--- config.mk ---
export PLATFORM = sky130hd
export DESIGN_NAME = vga_sync_decoder
export DESIGN_NICKNAME = d
export VERILOG_FILES = /design/src/rtl/vga_sync_decoder.sv
export SDC_FILE = /design/constraint.sdc
export NUM_CORES = 1
export LEC_CHECK = 0
export CAP_MARGIN = 10
export CORE_MARGIN = 2
export CORE_UTILIZATION = 55
export DETAILED_ROUTE_END_ITERATION = 12
export GPL_ROUTABILITY_DRIVEN = 0
export HOLD_SLACK_MARGIN = 0.08
export PLACE_DENSITY = 0.79
export SLEW_MARGIN = 25
export SYNTH_ARGS = -nofsm -noshare
export SYNTH_HDL_FRONTEND = slang
export SYNTH_SLANG_ARGS = --single-unit
--- constraint.sdc ---
create_clock -name clk -period 3.01 [get_ports clk]
set_clock_uncertainty 0.05 [all_clocks]
set_input_delay 0.602 -clock clk [delete_from_list [all_inputs] [get_ports clk]]
set_output_delay 0.602 -clock clk [all_outputs]
set_load 0.01 [all_outputs]
--- src/rtl/vga_sync_decoder.sv ---
// Receive-side VGA sync decoder: recovers pixel coordinates, qualifies the visible
// region, tracks lock against the configured timing and counts sync violations.
module vga_sync_decoder #(
  parameter int unsigned H_VISIBLE   = 640,
  parameter int unsigned H_FRONT     = 16,
  parameter int unsigned H_SYNC      = 96,
  parameter int unsigned H_BACK      = 48,
  parameter int unsigned V_VISIBLE   = 480,
  parameter int unsigned V_FRONT     = 10,
  parameter int unsigned V_SYNC      = 2,
  parameter int unsigned V_BACK      = 33,
  parameter int unsigned LOCK_FRAMES = 2
) (
  input  logic       clk,
  input  logic       rst,
  input  logic       hsync,
  input  logic       vsync,
  input  logic [2:0] rgb,
  output logic [9:0] x_pos,
  output logic [9:0] y_pos,
  output logic       pixel_valid,
  output logic [2:0] pixel_rgb,
  output logic       locked,
  output logic       frame_start,
  output logic       sync_error,
  output logic [7:0] error_count
);

  localparam int unsigned H_TOTAL = H_VISIBLE + H_FRONT + H_SYNC + H_BACK;
  localparam int unsigned V_TOTAL = V_VISIBLE + V_FRONT + V_SYNC + V_BACK;

  // Counters are 10 bits wide; totals above 1024 cannot be represented.
  localparam logic [9:0] HsStart    = 10'(H_VISIBLE + H_FRONT);
  localparam logic [9:0] HsEnd      = 10'(H_VISIBLE + H_FRONT + H_SYNC);
  localparam logic [9:0] VsLine     = 10'(V_VISIBLE + V_FRONT);
  localparam logic [9:0] HLast      = 10'(H_TOTAL - 1);
  localparam logic [9:0] VLast      = 10'(V_TOTAL - 1);
  localparam logic [9:0] HVis       = 10'(H_VISIBLE);
  localparam logic [9:0] VVis       = 10'(V_VISIBLE);
  localparam logic [7:0] LockFrames = 8'(LOCK_FRAMES);

  typedef enum logic [1:0] {StUnlocked, StSyncing, StLocked} state_e;

  // Input stage and edge-detect history
  logic       hs_r_q, vs_r_q, hs_rr_q, vs_rr_q;
  logic [2:0] rgb_r_q;
  logic       hs_rise, hs_fall, vs_rise;

  // Coordinate tracking
  logic [9:0] h_cnt_q, h_cnt_d, v_cnt_q, v_cnt_d;
  logic [9:0] cur_h, cur_v;
  logic       viol;

  // Lock FSM
  state_e     state_q, state_d;
  logic [7:0] good_frames_q, good_frames_d;
  logic       frame_clean_q, frame_clean_d;

  // Registered outputs
  logic [9:0] x_pos_q, x_pos_d, y_pos_q, y_pos_d;
  logic       pixel_valid_q, pixel_valid_d;
  logic [2:0] pixel_rgb_q, pixel_rgb_d;
  logic       locked_q, locked_d;
  logic       frame_start_q, frame_start_d;
  logic       sync_error_q, sync_error_d;
  logic [7:0] error_count_q, error_count_d;

  // Capture pins once, keep one more stage for edge detection, advance counters
  always_ff @(posedge clk) begin
    if (rst) begin
      hs_r_q  <= 1'b0;
      vs_r_q  <= 1'b0;
      hs_rr_q <= 1'b0;
      vs_rr_q <= 1'b0;
      rgb_r_q <= 3'd0;
      h_cnt_q <= 10'd0;
      v_cnt_q <= 10'd0;
    end else begin
      hs_r_q  <= hsync;
      vs_r_q  <= vsync;
      hs_rr_q <= hs_r_q;
      vs_rr_q <= vs_r_q;
      rgb_r_q <= rgb;
      h_cnt_q <= h_cnt_d;
      v_cnt_q <= v_cnt_d;
    end
  end

  // Edge detection, alignment of the current sample's coordinate, next coordinate
  always_comb begin
    hs_rise = hs_r_q & ~hs_rr_q;
    hs_fall = ~hs_r_q & hs_rr_q;
    vs_rise = vs_r_q & ~vs_rr_q;

    // hsync owns the column when both edges coincide; vsync still owns the row
    cur_h = h_cnt_q;
    if (hs_rise) begin
      cur_h = HsStart;
    end else if (vs_rise) begin
      cur_h = 10'd0;
    end
    cur_v = vs_rise ? VsLine : v_cnt_q;

    h_cnt_d = (cur_h == HLast) ? 10'd0 : cur_h + 10'd1;
    v_cnt_d = cur_v;
    if (cur_h == HLast) begin
      v_cnt_d = (cur_v == VLast) ? 10'd0 : cur_v + 10'd1;
    end

    // Checks use the free-running counters, before any realignment
    viol = (hs_rise && (h_cnt_q != HsStart))
        || ((h_cnt_q == HsStart) && !hs_rise)
        || (hs_fall && (h_cnt_q != HsEnd))
        || (vs_rise && ((h_cnt_q != 10'd0) || (v_cnt_q != VsLine)))
        || ((h_cnt_q == 10'd0) && (v_cnt_q == VsLine) && !vs_rise);
  end

  // Lock FSM state register
  always_ff @(posedge clk) begin
    if (rst) begin
      state_q       <= StUnlocked;
      good_frames_q <= 8'd0;
      frame_clean_q <= 1'b0;
    end else begin
      state_q       <= state_d;
      good_frames_q <= good_frames_d;
      frame_clean_q <= frame_clean_d;
    end
  end

  // Lock FSM next state; a violation on a vsync rise starts the new frame clean
  always_comb begin
    state_d       = state_q;
    good_frames_d = good_frames_q;
    frame_clean_d = frame_clean_q;
    unique case (state_q)
      StUnlocked: begin
        if (vs_rise) begin
          state_d       = StSyncing;
          good_frames_d = 8'd0;
          frame_clean_d = 1'b1;
        end
      end
      StSyncing: begin
        if (viol) begin
          good_frames_d = 8'd0;
          frame_clean_d = vs_rise;
        end else if (vs_rise) begin
          frame_clean_d = 1'b1;
          if (frame_clean_q) begin
            good_frames_d = good_frames_q + 8'd1;
            if (good_frames_d >= LockFrames) begin
              state_d = StLocked;
            end
          end
        end
      end
      StLocked: begin
        if (viol) begin
          state_d       = StSyncing;
          good_frames_d = 8'd0;
          frame_clean_d = vs_rise;
        end
      end
      default: state_d = StUnlocked;
    endcase
  end

  // Output values for the current sample; lock follows the state being entered
  always_comb begin
    locked_d      = (state_d == StLocked);
    sync_error_d  = (state_q == StLocked) && viol;
    x_pos_d       = cur_h;
    y_pos_d       = cur_v;
    pixel_valid_d = locked_d && (cur_h < HVis) && (cur_v < VVis);
    pixel_rgb_d   = pixel_valid_d ? rgb_r_q : 3'd0;
    frame_start_d = locked_d && (cur_h == 10'd0) && (cur_v == 10'd0);
    error_count_d = error_count_q;
    if (sync_error_d && (error_count_q != 8'hFF)) begin
      error_count_d = error_count_q + 8'd1;
    end
  end

  // Output registers
  always_ff @(posedge clk) begin
    if (rst) begin
      x_pos_q       <= 10'd0;
      y_pos_q       <= 10'd0;
      pixel_valid_q <= 1'b0;
      pixel_rgb_q   <= 3'd0;
      locked_q      <= 1'b0;
      frame_start_q <= 1'b0;
      sync_error_q  <= 1'b0;
      error_count_q <= 8'd0;
    end else begin
      x_pos_q       <= x_pos_d;
      y_pos_q       <= y_pos_d;
      pixel_valid_q <= pixel_valid_d;
      pixel_rgb_q   <= pixel_rgb_d;
      locked_q      <= locked_d;
      frame_start_q <= frame_start_d;
      sync_error_q  <= sync_error_d;
      error_count_q <= error_count_d;
    end
  end

  assign x_pos       = x_pos_q;
  assign y_pos       = y_pos_q;
  assign pixel_valid = pixel_valid_q;
  assign pixel_rgb   = pixel_rgb_q;
  assign locked      = locked_q;
  assign frame_start = frame_start_q;
  assign sync_error  = sync_error_q;
  assign error_count = error_count_q;

endmodule

==> results.ini, run 1 <==
[status]
status = complete, no violations

[worst_setup_path]
slowest_stage = dfxtp_1
critPathLaunchType = flop
critical_path.max_fanout = 11
crit_type = reg2reg
cp_cell_sequence = and2b_2, nor2_4, nand2_1, inv_1, ha_1, nand4_1, nor3b_1, and4_1, nand2_1, nor3_1, xnor2_1, a21oi_1
crit_buf_inv = 1
slowest_delay_ps = 360
end_kind = flop
critPathRequiredTime_ps = 3200
arrival_ps = 2890
critical_path.most_common_cell = nand2_1
cp_top_family = simple AND/OR/NAND/NOR gates

[routing]
vias_per_cell = 5.694
dr.pass1.iters = 5
wl_per_cell_um = 14.62
num_vias = 2870
antenna_left = 0
first_iter_violations = 278
wl_um = 7369
drc = 0

[floorplan]
core_um2 = 5956
dieHeight_um = 82.56
initial_core_util_pct = 57.00
num_rows = 28
dieArea_um2 = 6816
ios = 42
fp.dieW_um = 82.56

[clock_tree]
cts.sinks = 73
post_cts_buffers = 0
clk_latency_ps = 360
holdBufCountCts = 0
cts_tree = done
clockBufferDepth = 2
cts_root_buf = clkbuf_8
cts_made_buffers = 9
clkTransAtPathRegs_ps = 80
h-tree-depth = 3
cts_resized = 0

[grt]
antenna_found_initial = 0
grt_max_degree = 35
grt_usage_pct = 23.31
grt_pass1_vias = 2579
grt-ovfl-total = 0
grt_pass1_wl_um = 12060

[logic_synthesis]
synthTopCellsByArea = dfxtp_1 (43%), nor2_1 (5.9%), ha_1 (4.1%)
synth_warnings = 0
synthCells = 384
syn_avg_cell_area_um2 = 8.840
synth-seq-cells = 73
netlist.area_leader.share_pct = 43.05
synthMostInstantiatedCell = dfxtp_1
synth_edf_count = 0
synth.net_count = 402
ys_seq_area_share_pct = 43.05
synth_top_area_cell = dfxtp_1
ys_types = 62
async_flop_share_pct = 0
synth_common_cells = dfxtp_1 (73), nor2_1 (53), nand2_1 (27), a21oi_1 (20), nand3_1 (19)
syn-cell-area_um2 = 3395
synth-main-ff-cell = dfxtp_1

[cells_and_area]
seq_area_um2 = 1461
syn_to_final_growth_pct = 18.39
nets = 442
fill_cells = 495
multiInputGateArea_um2 = 1778
n_antenna_cell = 0
drive_gt1_share_pct = 9.557
fin_area_um2 = 4019

[timing]
worstMarginPinSlew_ps = 616.4
period_needed_ps = 2704
slew_viol_final = 0
max_slew_margin_pct = 58.35
finalSetupTns_ps = 0
rsz0062_at_grt = no
hold_viol = 0
setup_viol_count_final = 0
fmax_ghz = 0.3698
period_share_pct = 89.83

[power_and_ir_drop]
power_density_nw_per_um2 = 478.0
vdd_ir_drop_max_mv = 0.3042
leakagePower_nw = 1.483

[place]
port_buffers = 41
hpwlAfterDp_um = 5168
dpl-instance-area_um2 = 3832

[worst_hold_path]
hp-class = reg2reg

[flow_run]
maxCapViolations = 0

==> logic make-up (layout without fill, tap and decap cells) <==
family / count (synthesis) / count (layout) / share of synthesized area (%)
AOI/OAI and AO/OA: 60 / 60 / 12.24
buffers and inverters: 30 / 75 / 4.718
DFF: 73 / 73 / 43.05
adders and majority gates: 11 / 11 / 4.054
and+or+nand+nor: 186 / 186 / 29.75
xor gates and xnor gates: 24 / 24 / 6.192
==> final timing paths <==
check | to | slack, ps | startpoint | depth (start not counted)
max reg2reg | v_cnt_q[8] | 310 | hs_rr_q | 12
max | v_cnt_q[8] | 310 | hs_rr_q | 12
min reg2reg | pixel_rgb[2] | 410 | rgb_r_q[2] | 1
min | pixel_rgb[2] | 410 | rgb_r_q[2] | 1
==> metrics by stage <==
stage | cells | util (%) | hold WS [ps] | worst slack, ps | power [mW]
final | 504 | 67.48 | 414.6 | 306.1 | 1.921
after global routing | 504 | 67.48 | 426.7 | 92.90 | 1.993
after CTS | 504 | 67.40 | 416.4 | 291.1 | 1.926
after detailed placement | 488 | 64.35 | 406.7 | 331.8 | 1.233
after global placement | 488 | 64.35 | 404.2 | 442.3 | 1.229
after floorplan | 384 | - | 393.9 | 425.6 | 1.169
==> placed cells by master (no fill, tap or decap), drive strengths merged, types with 3 or more instances in the layout <==
cell type and n:
a211oi 5, clkdlybuf4s50 41, or2 3, o211ai 3, nand2 27, o31ai 4, nor2b 9, and3 8
clkbuf 11, nor3 17, nor4bb 3, buf 7, a31oi 3, nor2 54, and4 5, or3 3
clkinv 3, ha 11, nor3b 4, o21ai 9, xor2 11, and2 6, nand4 7, nand3 19
xnor2 13, nand2b 3, a21oi 20, nor4 4, inv 11, nand3b 5, dfxtp 73
==> area by class of cell <==
class / instances / area share [%]
multi-input cells: 281 / 44.24
flip-flops and latches: 73 / 36.36
repair buffers: 48 / 11.52
clock buffers: 11 / 3.767
well taps: 75 / 2.335
inverters: 11 / 1.027
clock inverters: 5 / 0.7472
==> registers in the layout (all words and copies together), names as in the netlist, 2 cells and up <==
name and count:
rgb_r_q 3, x_pos 10, good_frames_q 8, error_count 8, pixel_rgb 3, state_q 2
h_cnt_q 10, y_pos 10, v_cnt_q 10
==> where the power goes <==
part / internal [mW] / total, mW / switching, mW
combinational: 0.0834 / 0.193 / 0.110
clock: 0.339 / 0.709 / 0.369
sequential: 0.994 / 1.02 / 0.0255
total: 1.42 / 1.92 / 0.505
==> layer usage <==
layer,track usage (%),share of wire (%)
met1,31.61,47
met2,35.97,45
met3,5.761,6.4
met5,0,0
met4,8.361,1.8
==> worst reg2reg max path: stages (launching register included) <==
cell     delay, ps
dfxtp_1        360
and2b_2        320
nor2_4         190
nand2_1        120
inv_1          100
ha_1           180
nand4_1        120
nor3b_1        270
and4_1         320
nand2_1        130
nor3_1         200
xnor2_1        150
a21oi_1         80
Note: power is estimated with default switching activity, not from simulation.
==> run 2, diff against run 1 <==
--- a/config.mk
+++ b/config.mk
@@ -5,7 +5,7 @@
 export SDC_FILE = /design/constraint.sdc
 export NUM_CORES = 1
 export LEC_CHECK = 0
-export CAP_MARGIN = 10
+export CAP_MARGIN = 0
 export CORE_MARGIN = 2
 export CORE_UTILIZATION = 55
 export DETAILED_ROUTE_END_ITERATION = 12
==> results of run 2 <==
The final DEF is identical to that of run 1; final timing and power are the same.
